### src/rtl/dds_sweep_if.sv
// Bundle of control words, ROM port and sample outputs between the register
// block / waveform ROM (master) and the dds_sweep core (slave).
interface dds_sweep_if #(
  parameter int PHASE_W = 32,
  parameter int ADDR_W  = 12,
  parameter int WAVE_W  = 2,
  parameter int DATA_W  = 8,
  parameter int DWELL_W = 16
);
  logic                     dds_en;
  logic                     set_flag;
  logic [PHASE_W-1:0]       f_start;
  logic [PHASE_W-1:0]       f_stop;
  logic [PHASE_W-1:0]       f_step;
  logic [DWELL_W-1:0]       dwell;
  logic [ADDR_W-1:0]        p_word;
  logic [WAVE_W-1:0]        wave_type;
  logic [1:0]               sweep_mode;
  logic [WAVE_W+ADDR_W-1:0] rom_addr;
  logic [DATA_W-1:0]        rom_data;
  logic [DATA_W-1:0]        dds_out;
  logic                     dds_valid;
  logic                     sweep_done;
  logic                     busy;

  modport master (
    output dds_en, set_flag, f_start, f_stop, f_step, dwell, p_word,
           wave_type, sweep_mode, rom_data,
    input  rom_addr, dds_out, dds_valid, sweep_done, busy
  );

  modport slave (
    input  dds_en, set_flag, f_start, f_stop, f_step, dwell, p_word,
           wave_type, sweep_mode, rom_data,
    output rom_addr, dds_out, dds_valid, sweep_done, busy
  );
endinterface

### src/rtl/dds_sweep.sv
// DDS core: shadowed parameter load, frequency sweep engine (fixed, single,
// repeat, up/down chirp) and a latency-matched external ROM read path.
module dds_sweep #(
  parameter int PHASE_W = 32,
  parameter int ADDR_W  = 12,
  parameter int WAVE_W  = 2,
  parameter int DATA_W  = 8,
  parameter int DWELL_W = 16,
  parameter int ROM_LAT = 1
) (
  input  logic       clk_dds,
  input  logic       rst,
  dds_sweep_if.slave bus
);

  typedef enum logic [1:0] {
    IDLE  = 2'd0,
    FIXED = 2'd1,
    SWEEP = 2'd2,
    HOLD  = 2'd3
  } state_t;

  state_t                   state;
  state_t                   state_nxt;

  logic [PHASE_W-1:0]       f_start_sh;
  logic [PHASE_W-1:0]       f_stop_sh;
  logic [PHASE_W-1:0]       f_step_sh;
  logic [DWELL_W-1:0]       dwell_sh;
  logic [ADDR_W-1:0]        p_word_sh;
  logic [WAVE_W-1:0]        wave_sh;
  logic [1:0]               mode_sh;

  logic [PHASE_W-1:0]       acc;
  logic [PHASE_W-1:0]       f_cur;
  logic [DWELL_W-1:0]       dwell_cnt;
  logic                     dir_up;

  logic [PHASE_W:0]         up_sum;
  logic signed [PHASE_W+1:0] dn_diff;
  logic [PHASE_W-1:0]       f_upd;
  logic                     dir_upd;
  logic                     hit_top;
  logic                     upd_tick;
  logic [ADDR_W-1:0]        addr_sum;

  logic [WAVE_W+ADDR_W-1:0] rom_addr_reg;
  logic [ROM_LAT:0]         vld_pipe;
  logic [DATA_W-1:0]        sample;
  logic                     valid_reg;
  logic                     done_reg;
  logic                     busy_reg;

  assign bus.rom_addr   = rom_addr_reg;
  assign bus.dds_out    = sample;
  assign bus.dds_valid  = valid_reg;
  assign bus.sweep_done = done_reg;
  assign bus.busy       = busy_reg;

  // Next sweep frequency and direction, evaluated every clock but applied only on a dwell boundary
  always_comb begin
    up_sum  = {1'b0, f_cur} + {1'b0, f_step_sh};
    dn_diff = $signed({2'b00, f_cur}) - $signed({2'b00, f_step_sh});
    f_upd   = f_cur;
    dir_upd = dir_up;
    hit_top = 1'b0;
    if (dir_up) begin
      if (up_sum >= {1'b0, f_stop_sh}) begin
        f_upd   = f_stop_sh;
        hit_top = 1'b1;
        // repeat mode parks the direction bit low to mean "restart on next update"
        dir_upd = (mode_sh == 2'd1);
      end else begin
        f_upd = up_sum[PHASE_W-1:0];
      end
    end else if (mode_sh == 2'd2) begin
      f_upd   = f_start_sh;
      dir_upd = 1'b1;
    end else if (dn_diff <= $signed({2'b00, f_start_sh})) begin
      f_upd   = f_start_sh;
      dir_upd = 1'b1;
    end else begin
      f_upd = dn_diff[PHASE_W-1:0];
    end
    upd_tick = (state == SWEEP) && (dwell_cnt == dwell_sh) &&
               (f_step_sh != {PHASE_W{1'b0}});
    addr_sum = acc[PHASE_W-1 -: ADDR_W] + p_word_sh;
  end

  // Next-state logic: disable beats set_flag, set_flag beats everything else
  always_comb begin
    state_nxt = state;
    if (!bus.dds_en) begin
      state_nxt = IDLE;
    end else if (bus.set_flag) begin
      state_nxt = (bus.sweep_mode == 2'd0) ? FIXED : SWEEP;
    end else begin
      case (state)
        IDLE:    state_nxt = (mode_sh == 2'd0) ? FIXED : SWEEP;
        FIXED:   state_nxt = FIXED;
        SWEEP: begin
          if (upd_tick && hit_top && (mode_sh == 2'd1)) begin
            state_nxt = HOLD;
          end else begin
            state_nxt = SWEEP;
          end
        end
        HOLD:    state_nxt = HOLD;
        default: state_nxt = IDLE;
      endcase
    end
  end

  // State register and busy flag
  always_ff @(posedge clk_dds or posedge rst) begin
    if (rst) begin
      state    <= IDLE;
      busy_reg <= 1'b0;
    end else begin
      state    <= state_nxt;
      busy_reg <= (state_nxt != IDLE);
    end
  end

  // Shadow registers, phase accumulator and sweep engine
  always_ff @(posedge clk_dds or posedge rst) begin
    if (rst) begin
      f_start_sh <= {PHASE_W{1'b0}};
      f_stop_sh  <= {PHASE_W{1'b0}};
      f_step_sh  <= {PHASE_W{1'b0}};
      dwell_sh   <= {DWELL_W{1'b0}};
      p_word_sh  <= {ADDR_W{1'b0}};
      wave_sh    <= {WAVE_W{1'b0}};
      mode_sh    <= 2'd0;
      acc        <= {PHASE_W{1'b0}};
      f_cur      <= {PHASE_W{1'b0}};
      dwell_cnt  <= {DWELL_W{1'b0}};
      dir_up     <= 1'b1;
      done_reg   <= 1'b0;
    end else begin
      done_reg <= 1'b0;
      if (bus.set_flag) begin
        f_start_sh <= bus.f_start;
        f_stop_sh  <= bus.f_stop;
        f_step_sh  <= bus.f_step;
        dwell_sh   <= bus.dwell;
        p_word_sh  <= bus.p_word;
        wave_sh    <= bus.wave_type;
        mode_sh    <= bus.sweep_mode;
        acc        <= {PHASE_W{1'b0}};
        f_cur      <= bus.f_start;
        dwell_cnt  <= {DWELL_W{1'b0}};
        dir_up     <= 1'b1;
      end else if (!bus.dds_en || (state == IDLE)) begin
        acc       <= {PHASE_W{1'b0}};
        f_cur     <= f_start_sh;
        dwell_cnt <= {DWELL_W{1'b0}};
        dir_up    <= 1'b1;
      end else begin
        acc <= acc + f_cur;
        if (state == SWEEP) begin
          if (dwell_cnt == dwell_sh) begin
            dwell_cnt <= {DWELL_W{1'b0}};
            if (upd_tick) begin
              f_cur    <= f_upd;
              dir_up   <= dir_upd;
              done_reg <= hit_top && (mode_sh == 2'd1);
            end
          end else begin
            dwell_cnt <= dwell_cnt + DWELL_W'(1);
          end
        end
      end
    end
  end

  // ROM address, valid shift chain matched to ROM latency, and sample capture
  always_ff @(posedge clk_dds or posedge rst) begin
    if (rst) begin
      rom_addr_reg <= {(WAVE_W+ADDR_W){1'b0}};
      vld_pipe     <= {(ROM_LAT+1){1'b0}};
      sample       <= {DATA_W{1'b0}};
      valid_reg    <= 1'b0;
    end else begin
      rom_addr_reg <= {wave_sh, (state == IDLE) ? p_word_sh : addr_sum};
      vld_pipe     <= {vld_pipe[ROM_LAT-1:0], bus.dds_en && (state != IDLE)};
      valid_reg    <= vld_pipe[ROM_LAT];
      if (vld_pipe[ROM_LAT]) begin
        sample <= bus.rom_data;
      end
    end
  end

endmodule

### src/flat_wrapper.sv
// flat-port wrapper written by rule: the top's interface ports become plain ports
module dds_sweep_flat 
#(
  parameter int PHASE_W = 32,
  parameter int ADDR_W  = 12,
  parameter int WAVE_W  = 2,
  parameter int DATA_W  = 8,
  parameter int DWELL_W = 16,
  parameter int ROM_LAT = 1
)
  (clk_dds, rst, bus_dds_en, bus_set_flag, bus_f_start, bus_f_stop, bus_f_step, bus_dwell, bus_p_word, bus_wave_type, bus_sweep_mode, bus_rom_data, bus_rom_addr, bus_dds_out, bus_dds_valid, bus_sweep_done, bus_busy);
  dds_sweep_if #(.PHASE_W(PHASE_W), .ADDR_W(ADDR_W), .WAVE_W(WAVE_W), .DATA_W(DATA_W), .DWELL_W(DWELL_W)) bus_i ();
  input  logic clk_dds;
  input  logic rst;
  input wire logic [$bits(bus_i.dds_en)-1:0] bus_dds_en;
  input wire logic [$bits(bus_i.set_flag)-1:0] bus_set_flag;
  input wire logic [$bits(bus_i.f_start)-1:0] bus_f_start;
  input wire logic [$bits(bus_i.f_stop)-1:0] bus_f_stop;
  input wire logic [$bits(bus_i.f_step)-1:0] bus_f_step;
  input wire logic [$bits(bus_i.dwell)-1:0] bus_dwell;
  input wire logic [$bits(bus_i.p_word)-1:0] bus_p_word;
  input wire logic [$bits(bus_i.wave_type)-1:0] bus_wave_type;
  input wire logic [$bits(bus_i.sweep_mode)-1:0] bus_sweep_mode;
  input wire logic [$bits(bus_i.rom_data)-1:0] bus_rom_data;
  output wire logic [$bits(bus_i.rom_addr)-1:0] bus_rom_addr;
  output wire logic [$bits(bus_i.dds_out)-1:0] bus_dds_out;
  output wire logic [$bits(bus_i.dds_valid)-1:0] bus_dds_valid;
  output wire logic [$bits(bus_i.sweep_done)-1:0] bus_sweep_done;
  output wire logic [$bits(bus_i.busy)-1:0] bus_busy;
  assign bus_i.dds_en = bus_dds_en;
  assign bus_i.set_flag = bus_set_flag;
  assign bus_i.f_start = bus_f_start;
  assign bus_i.f_stop = bus_f_stop;
  assign bus_i.f_step = bus_f_step;
  assign bus_i.dwell = bus_dwell;
  assign bus_i.p_word = bus_p_word;
  assign bus_i.wave_type = bus_wave_type;
  assign bus_i.sweep_mode = bus_sweep_mode;
  assign bus_i.rom_data = bus_rom_data;
  assign bus_rom_addr = bus_i.rom_addr;
  assign bus_dds_out = bus_i.dds_out;
  assign bus_dds_valid = bus_i.dds_valid;
  assign bus_sweep_done = bus_i.sweep_done;
  assign bus_busy = bus_i.busy;
  dds_sweep #(.PHASE_W(PHASE_W), .ADDR_W(ADDR_W), .WAVE_W(WAVE_W), .DATA_W(DATA_W), .DWELL_W(DWELL_W), .ROM_LAT(ROM_LAT)) u_core (.clk_dds(clk_dds), .rst(rst), .bus(bus_i));
endmodule
### config.mk
export PLATFORM = sky130hd
export DESIGN_NAME = dds_sweep_flat
export DESIGN_NICKNAME = d
export VERILOG_FILES = /design/src/rtl/dds_sweep_if.sv /design/src/rtl/dds_sweep.sv /design/src/flat_wrapper.sv
export SDC_FILE = /design/constraint.sdc
export NUM_CORES = 1
export LEC_CHECK = 0
export CAP_MARGIN = 20
export CORE_MARGIN = 3
export CORE_UTILIZATION = 64
export CTS_CLUSTER_SIZE = 30
export DETAILED_ROUTE_END_ITERATION = 16
export GPL_TIMING_DRIVEN = 1
export PLACE_DENSITY = 0.88
export SKIP_CTS_REPAIR_TIMING = 1
export SYNTH_ARGS = -nofsm -noshare
export SYNTH_HDL_FRONTEND = slang
export SYNTH_SLANG_ARGS = --single-unit
### constraint.sdc
create_clock -name clk_dds -period 13.1 [get_ports clk_dds]
set_clock_uncertainty 0.1 [all_clocks]
set_input_delay 3.275 -clock clk_dds [delete_from_list [all_inputs] [get_ports clk_dds]]
set_output_delay 3.275 -clock clk_dds [all_outputs]
set_load 0.01 [all_outputs]
## Yosys cells after proc, flatten, opt, wreduce, memory -nomap -nowiden

Index checks and enable logic that the tools add are counted.

| storage, ports and cells | value |
|---|---|
| flip-flop bits (word level) | 238 |
| bits in latches | 0 |
| memory bits (writable) | 0 |
| bits in read-only memories | 0 |
| output and inout bits | 25 |
| word-level logic and storage cells | 87 |
| memories | 0 |

| cells by class | value |
|---|---|
| add/subtract/negate cells | 5 |
| multiply operators | 0 |
| div/mod/pow operators | 0 |
| order comparisons | 2 |
| eq/ne operators | 6 |
| shifts and indexed selects | 0 |
| muxes and demuxes | 38 |
| bitwise gates (word level) | 0 |
| reduce and logical (&&, ||, !) cells | 18 |

Operator list:

| cell | count |
|---|---|
| 32-bit two-way mux | 11 |
| 16-bit two-way mux | 4 |
| 34-bit by 33-bit less-or-equal comparator with 1-bit output | 1 |
| 32-bit by 32-bit adder with 33-bit output | 1 |
| 33-bit by 32-bit greater-or-equal comparator with 1-bit output | 1 |
| 32-bit by 32-bit subtractor with 33-bit output | 1 |
| 32-bit adder | 1 |
| 32-bit nonzero test | 1 |
| 1-bit two-way mux | 17 |
| 16-bit by 1-bit adder with 16-bit output, second input constant | 1 |
| 16-bit == test | 1 |
| 12-bit adder | 1 |
| 12-bit two-way mux | 1 |
| 3-bit nonzero test | 3 |
| 2-bit two-way mux | 4 |
| 2-bit case mux with 4 select lines | 1 |
| 2-bit == test, second input constant | 3 |
| 1-bit logical AND | 6 |
| 2-bit logical NOT | 3 |
| 2-bit by 1-bit == test with 1-bit output, second input constant | 2 |
| 2-bit nonzero test | 2 |
| 3-bit AND reduction | 1 |
| 1-bit logical NOT | 1 |
| 1-bit logical OR | 1 |

## Longest topological paths before layout

| logic depth | value |
|---|---|
| depth after elaboration | 11 |
| depth in mapped cells | 25 |
| gate-level depth less buffers | 22 |

## Worst setup path after synthesis

No wires, ideal clock.

| timing path | value |
|---|---|
| kind | register to register |
| start point | reg u_core.f_cur[0] |
| end point | reg u_core.f_cur[27] |
| data arrival time | 4.807 ns |
| data required time | 12.875 ns |
| path slack | 8.069 ns |
| cell stages (with the launch flop) | 22 |
| buffers on the path | 1 |
| path through | dfrtp_1 > ha_1 > fa_1 > nor2b_1 > o311ai_2 > a32oi_2 > a31oi_1 > o31ai_1 > a221oi_1 > xor2_1 > ha_1 > nand4_1 > or4_1 > or2_1 > nor4_2 > nor3_1 > and3_1 > buf_6 > a21oi_1 > a311oi_1 > o22a_1 > mux2_2 |

| on the way | value |
|---|---|
| longest elaborated chain between the ends | 10 |
| elaborated cells between the ends (all ways) | 13 |

RTL lines:

| what | RTL line | text |
|---|---|---|
| from (decl) | dds_sweep.sv:35 | `logic [PHASE_W-1:0] f_cur;` |
| from (signal assigned) | dds_sweep.sv:136 | `f_cur <= {PHASE_W{1'b0}};` |
| from (signal assigned) | dds_sweep.sv:151 | `f_cur <= bus.f_start;` |
| from (signal assigned) | dds_sweep.sv:156 | `f_cur <= f_start_sh;` |
| 32-bit by 32-bit subtractor with 33-bit output | dds_sweep.sv:63 | `dn_diff = $signed({2'b00, f_cur}) - $signed({2'b00, f_step_sh});` |
| 34-bit by 33-bit less-or-equal comparator with 1-bit output | dds_sweep.sv:79 | `end else if (dn_diff <= $signed({2'b00, f_start_sh})) begin` |
| 32-bit two-way mux | dds_sweep.sv:79 |  |
| 32-bit two-way mux | dds_sweep.sv:76 | `end else if (mode_sh == 2'd2) begin` |
| 32-bit two-way mux (*) | dds_sweep.sv:67 | `if (dir_up) begin` |
| 32-bit two-way mux (*) | dds_sweep.sv:164 | `if (upd_tick) begin` |
| 32-bit two-way mux (*) | dds_sweep.sv:162 | `if (dwell_cnt == dwell_sh) begin` |
| 32-bit two-way mux (*) | dds_sweep.sv:161 | `if (state == SWEEP) begin` |
| 32-bit two-way mux (*) | dds_sweep.sv:154 | `end else if (!bus.dds_en \|\| (state == IDLE)) begin` |
| 32-bit two-way mux (*) | dds_sweep.sv:142 | `if (bus.set_flag) begin` |

Every way passes the cells marked *; elsewhere a longest branch is shown, timed or not. The select of a mux whose other input is x is not followed.
A chain may end at the register's enable or synchronous reset.

## Final worst setup path

| timing path | value |
|---|---|
| start point | reg u_core.f_step_sh[0] |
| end point | reg u_core.f_cur[15] |

| on the way | value |
|---|---|
| longest elaborated chain between the ends | 10 |
| elaborated cells between the ends (all ways) | 17 |

RTL lines:

| what | RTL line | text |
|---|---|---|
| from (decl) | dds_sweep.sv:28 | `logic [PHASE_W-1:0] f_step_sh;` |
| from (signal assigned) | dds_sweep.sv:130 | `f_step_sh <= {PHASE_W{1'b0}};` |
| from (signal assigned) | dds_sweep.sv:145 | `f_step_sh <= bus.f_step;` |
| 32-bit by 32-bit subtractor with 33-bit output | dds_sweep.sv:63 |  |
| 34-bit by 33-bit less-or-equal comparator with 1-bit output | dds_sweep.sv:79 |  |
| 32-bit two-way mux | dds_sweep.sv:79 |  |
| 32-bit two-way mux | dds_sweep.sv:76 |  |
| 32-bit two-way mux | dds_sweep.sv:67 |  |
| 32-bit two-way mux | dds_sweep.sv:164 |  |
| 32-bit two-way mux | dds_sweep.sv:162 |  |
| 32-bit two-way mux | dds_sweep.sv:161 |  |
| 32-bit two-way mux | dds_sweep.sv:154 |  |
| 32-bit two-way mux | dds_sweep.sv:142 |  |
| to (signal assigned) | dds_sweep.sv:151 |  |
| to (signal assigned) | dds_sweep.sv:156 |  |
| to (signal assigned) | dds_sweep.sv:165 | `f_cur <= f_upd;` |

Parallel ways exist; a longest one is shown, timed or not. The select of a mux whose other input is x is not followed.

==> qor.txt <==
Top FF cell, synth = dfrtp_1
Starting Density = 65.89%
First drt pass iteration count = 10
Final Cycle Share = 55.14%
GR Util All Layers = 38.65%
Commonest non-fill, non-tap cell in the layout = dfrtp_1
# rows = 59
Post-synthesis instance area = 17410 um^2
1st-iter DRT viols = 1919
Vias = 16260
Die Area = 29230 um^2
Leak = 0.009102 uW
RSZ-0062 raised after global routing = false
Cell count of the worst hold path = 0
Most frequent cells in the layout = dfrtp_1, o21ai_0, nand2_1
Hold EP = u_core.vld_pipe[1]$_DFF_PP0_
Via/cell ratio = 6.606
Num CTS Buffers = 28
Min-Delay Startpoint = u_core.vld_pipe[0]$_DFF_PP0_
Crit Path Max Fanout = 12
Clock tree buffer depth = 3
DRC viols = 0
Syn_area_per_cell = 8.733 um^2
CP startpoint kind = flip-flop
Worst setup margin = 5.876 ns
TNS Setup = 0 ns
Worst setup EP type = flip-flop
Initial antenna violation count = 0
RR Endpoint = u_core.f_cur[15]$_DFFE_PP0P_
WS Path Type = reg2reg
Power Dens Cells = 151.9 nW/um^2
Post-route ant nets = 0
Largest stage delay, worst path = 0.69 ns
Layout cells sized above 1 = 6.770%
Area grow syn2layout = 15.50%
Wire per inst = 23.25 um
Max-slew violation count = 0
Hold Path Class = reg2reg
CTS tree = done
Clock root buffer = clkbuf_16
Worst-Margin Slew = 0.9881 ns
IO buf count = 164
Hold_ws = 0.2483 ns
Final setup viols = 0
Rel. slew slack = 34.13%
Global route overflow = 0
WP data required = 13.42 ns
DP HPWL = 43000 um
R2R Setup Slk = 5.88 ns
Final Hold Vio Count = 0
Status = finished clean
Number of library cell types mapped by synthesis = 91
Slowest cell on the critical path = nor2_1
Placer congestion estimate = 1.025
Crit path time final = 7.224 ns
Nets = 2421
I/O Pins = 165
Core Region = 26430 um^2
Worst slack at placement = 6.190 ns
Seq cells post-synth = 238
Yosys warning count = 0
Antenna cell count = 0
Post-synth EDFFs = 0
Sequential fraction of the synthesis area = 34.21%
First-pass GRT wire length = 88580 um
Die Wd = 171.0 um
Post-synthesis async set-or-reset flop share = 100.0%
Clk slew on worst S/H paths = 0.06 ns
Max-cap viol count = 0
Worst skew pair latency = 0.57 ns
# fillers = 1877
Largest net degree at the start of global routing = 194
Synthesized Nets = 2309
Chip Height = 171.0 um
Maximum vdd drop = 0.1108 mV
Max Clk Rate = 138.4 MHz
Cell chain of the critical path = ha_1, fa_1, nor2b_1, o311ai_2, a32oi_2, nand4_1, nand3_1, nand4_1, a311oi_1, o21a_1, or2_2, ha_1, a211oi_1, o211ai_1, nor2_1, o2111ai_1, o31ai_1, nand3_1, nor2_1, buf_4, mux2_2, a21oi_1, a31oi_1
CTS Sinks = 238
Clock H-tree levels = 1
Final WL = 57240 um
Register-to-Register Path Depth = 23
Mapped Cells = 1994
Worst R2R Start = u_core.f_step_sh[0]$_DFFE_PP0P_
CP arrival = 7.54 ns
Final design utilization = 76.11%
Vias in the first global route = 16000
## where the power goes
group          internal (uW)  switching, uW
logic                    506            805
clock network            532            332
registers                806           73.7
## cell usage after synthesis (11+ instances only)
master      n  area share [%]
a211oi_1   23            0.99
a21o_1     37             1.6
a21oi_1   154             4.4
a31oi_1    24            0.86
and3_1     32             1.1
buf_1      11            0.24
buf_2      16            0.46
clkbuf_1   51             1.1
dfrtp_1   237              34
ha_1      171              12
inv_1     152             3.3
mux2_2     53             3.4
mux2i_1    12            0.69
nand2_1   181             3.9
nand2b_1   11            0.40
nand3_1    28            0.80
nand4_1    31             1.1
nor2_1    144             3.1
nor2b_1    16            0.57
nor3_1     30            0.86
nor3b_1    16            0.69
nor4_1     18            0.65
o211ai_1   17            0.73
o21a_1     19            0.82
o21ai_0   188             5.4
o21bai_1   19            0.82
o221ai_1   16            0.80
o31ai_1    20            0.86
or3_1      18            0.65
xnor2_1    77             3.9
xor2_1     21             1.1
## area by class of cell
cell class | count | area, um^2 | share of cell area (%)
timing repair buffer | 176 | 1745 | 8.678
sequential | 238 | 5957 | 29.62
clock inverter | 15 | 239.0 | 1.188
multi-input combinational | 1508 | 10400 | 51.69
inverter | 154 | 585.6 | 2.911
tap | 335 | 419.2 | 2.084
clock buffer | 36 | 770.7 | 3.832
## per-layer routing
metal / vias up / part of all wire (%) / GRT usage, %
met2: 909 / 45 / 61.64
met5: - / 0 / 0
met1: 7776 / 40 / 51.43
met3: 213 / 8.4 / 6.238
met4: 0 / 6.4 / 19.28
li1: 7366 / - / -
## metrics by stage
stage          power [uW]  area [um^2]  std cells
2_1_floorplan        1758        17410       1994
6_report             3055        20110       2462
3_3_place_gp         2122        19100       2411
3_5_place_dp         2150        19100       2411
4_1_cts              3019        20110       2462
5_1_grt              3202        20110       2462
## cell families after synthesis
logic type | after synthesis | synth area share (%)
compound gates | 615 | 22.59
simple gates | 555 | 15.27
buf+inv | 248 | 6.143
flops | 238 | 34.21
fa+ha+maj | 175 | 12.75
xor+xnor | 98 | 4.929
mux | 65 | 4.117
## worst max-delay path by stage
stage                                   end  slack [ns]  cells past startpoint                             from
2_1_floorplan       u_core.acc[0]$_DFF_PP0_        3.20                      1                              rst
3_3_place_gp   u_core.f_cur[18]$_DFFE_PP0P_        6.24                     23  u_core.f_step_sh[2]$_DFFE_PP0P_
3_5_place_dp   u_core.f_cur[15]$_DFFE_PP0P_        6.19                     23  u_core.f_step_sh[0]$_DFFE_PP0P_
4_1_cts        u_core.f_cur[15]$_DFFE_PP0P_        6.17                     23  u_core.f_step_sh[0]$_DFFE_PP0P_
5_1_grt        u_core.f_cur[18]$_DFFE_PP0P_        5.67                     23  u_core.f_step_sh[1]$_DFFE_PP0P_
6_report       u_core.f_cur[15]$_DFFE_PP0P_        5.88                     23  u_core.f_step_sh[0]$_DFFE_PP0P_
## critical path, delay by kind of cell, from the launching register on
kind | cells | cell delay, ns
DFF | 1 | 0.42
adders and majority gates | 3 | 0.99
buffers and inverters | 1 | 0.32
AOI/OAI and AO/OA | 10 | 2.27
muxes | 1 | 0.37
and+or+nand+nor | 8 | 2.59
Power figures use the tool's default switching activity.
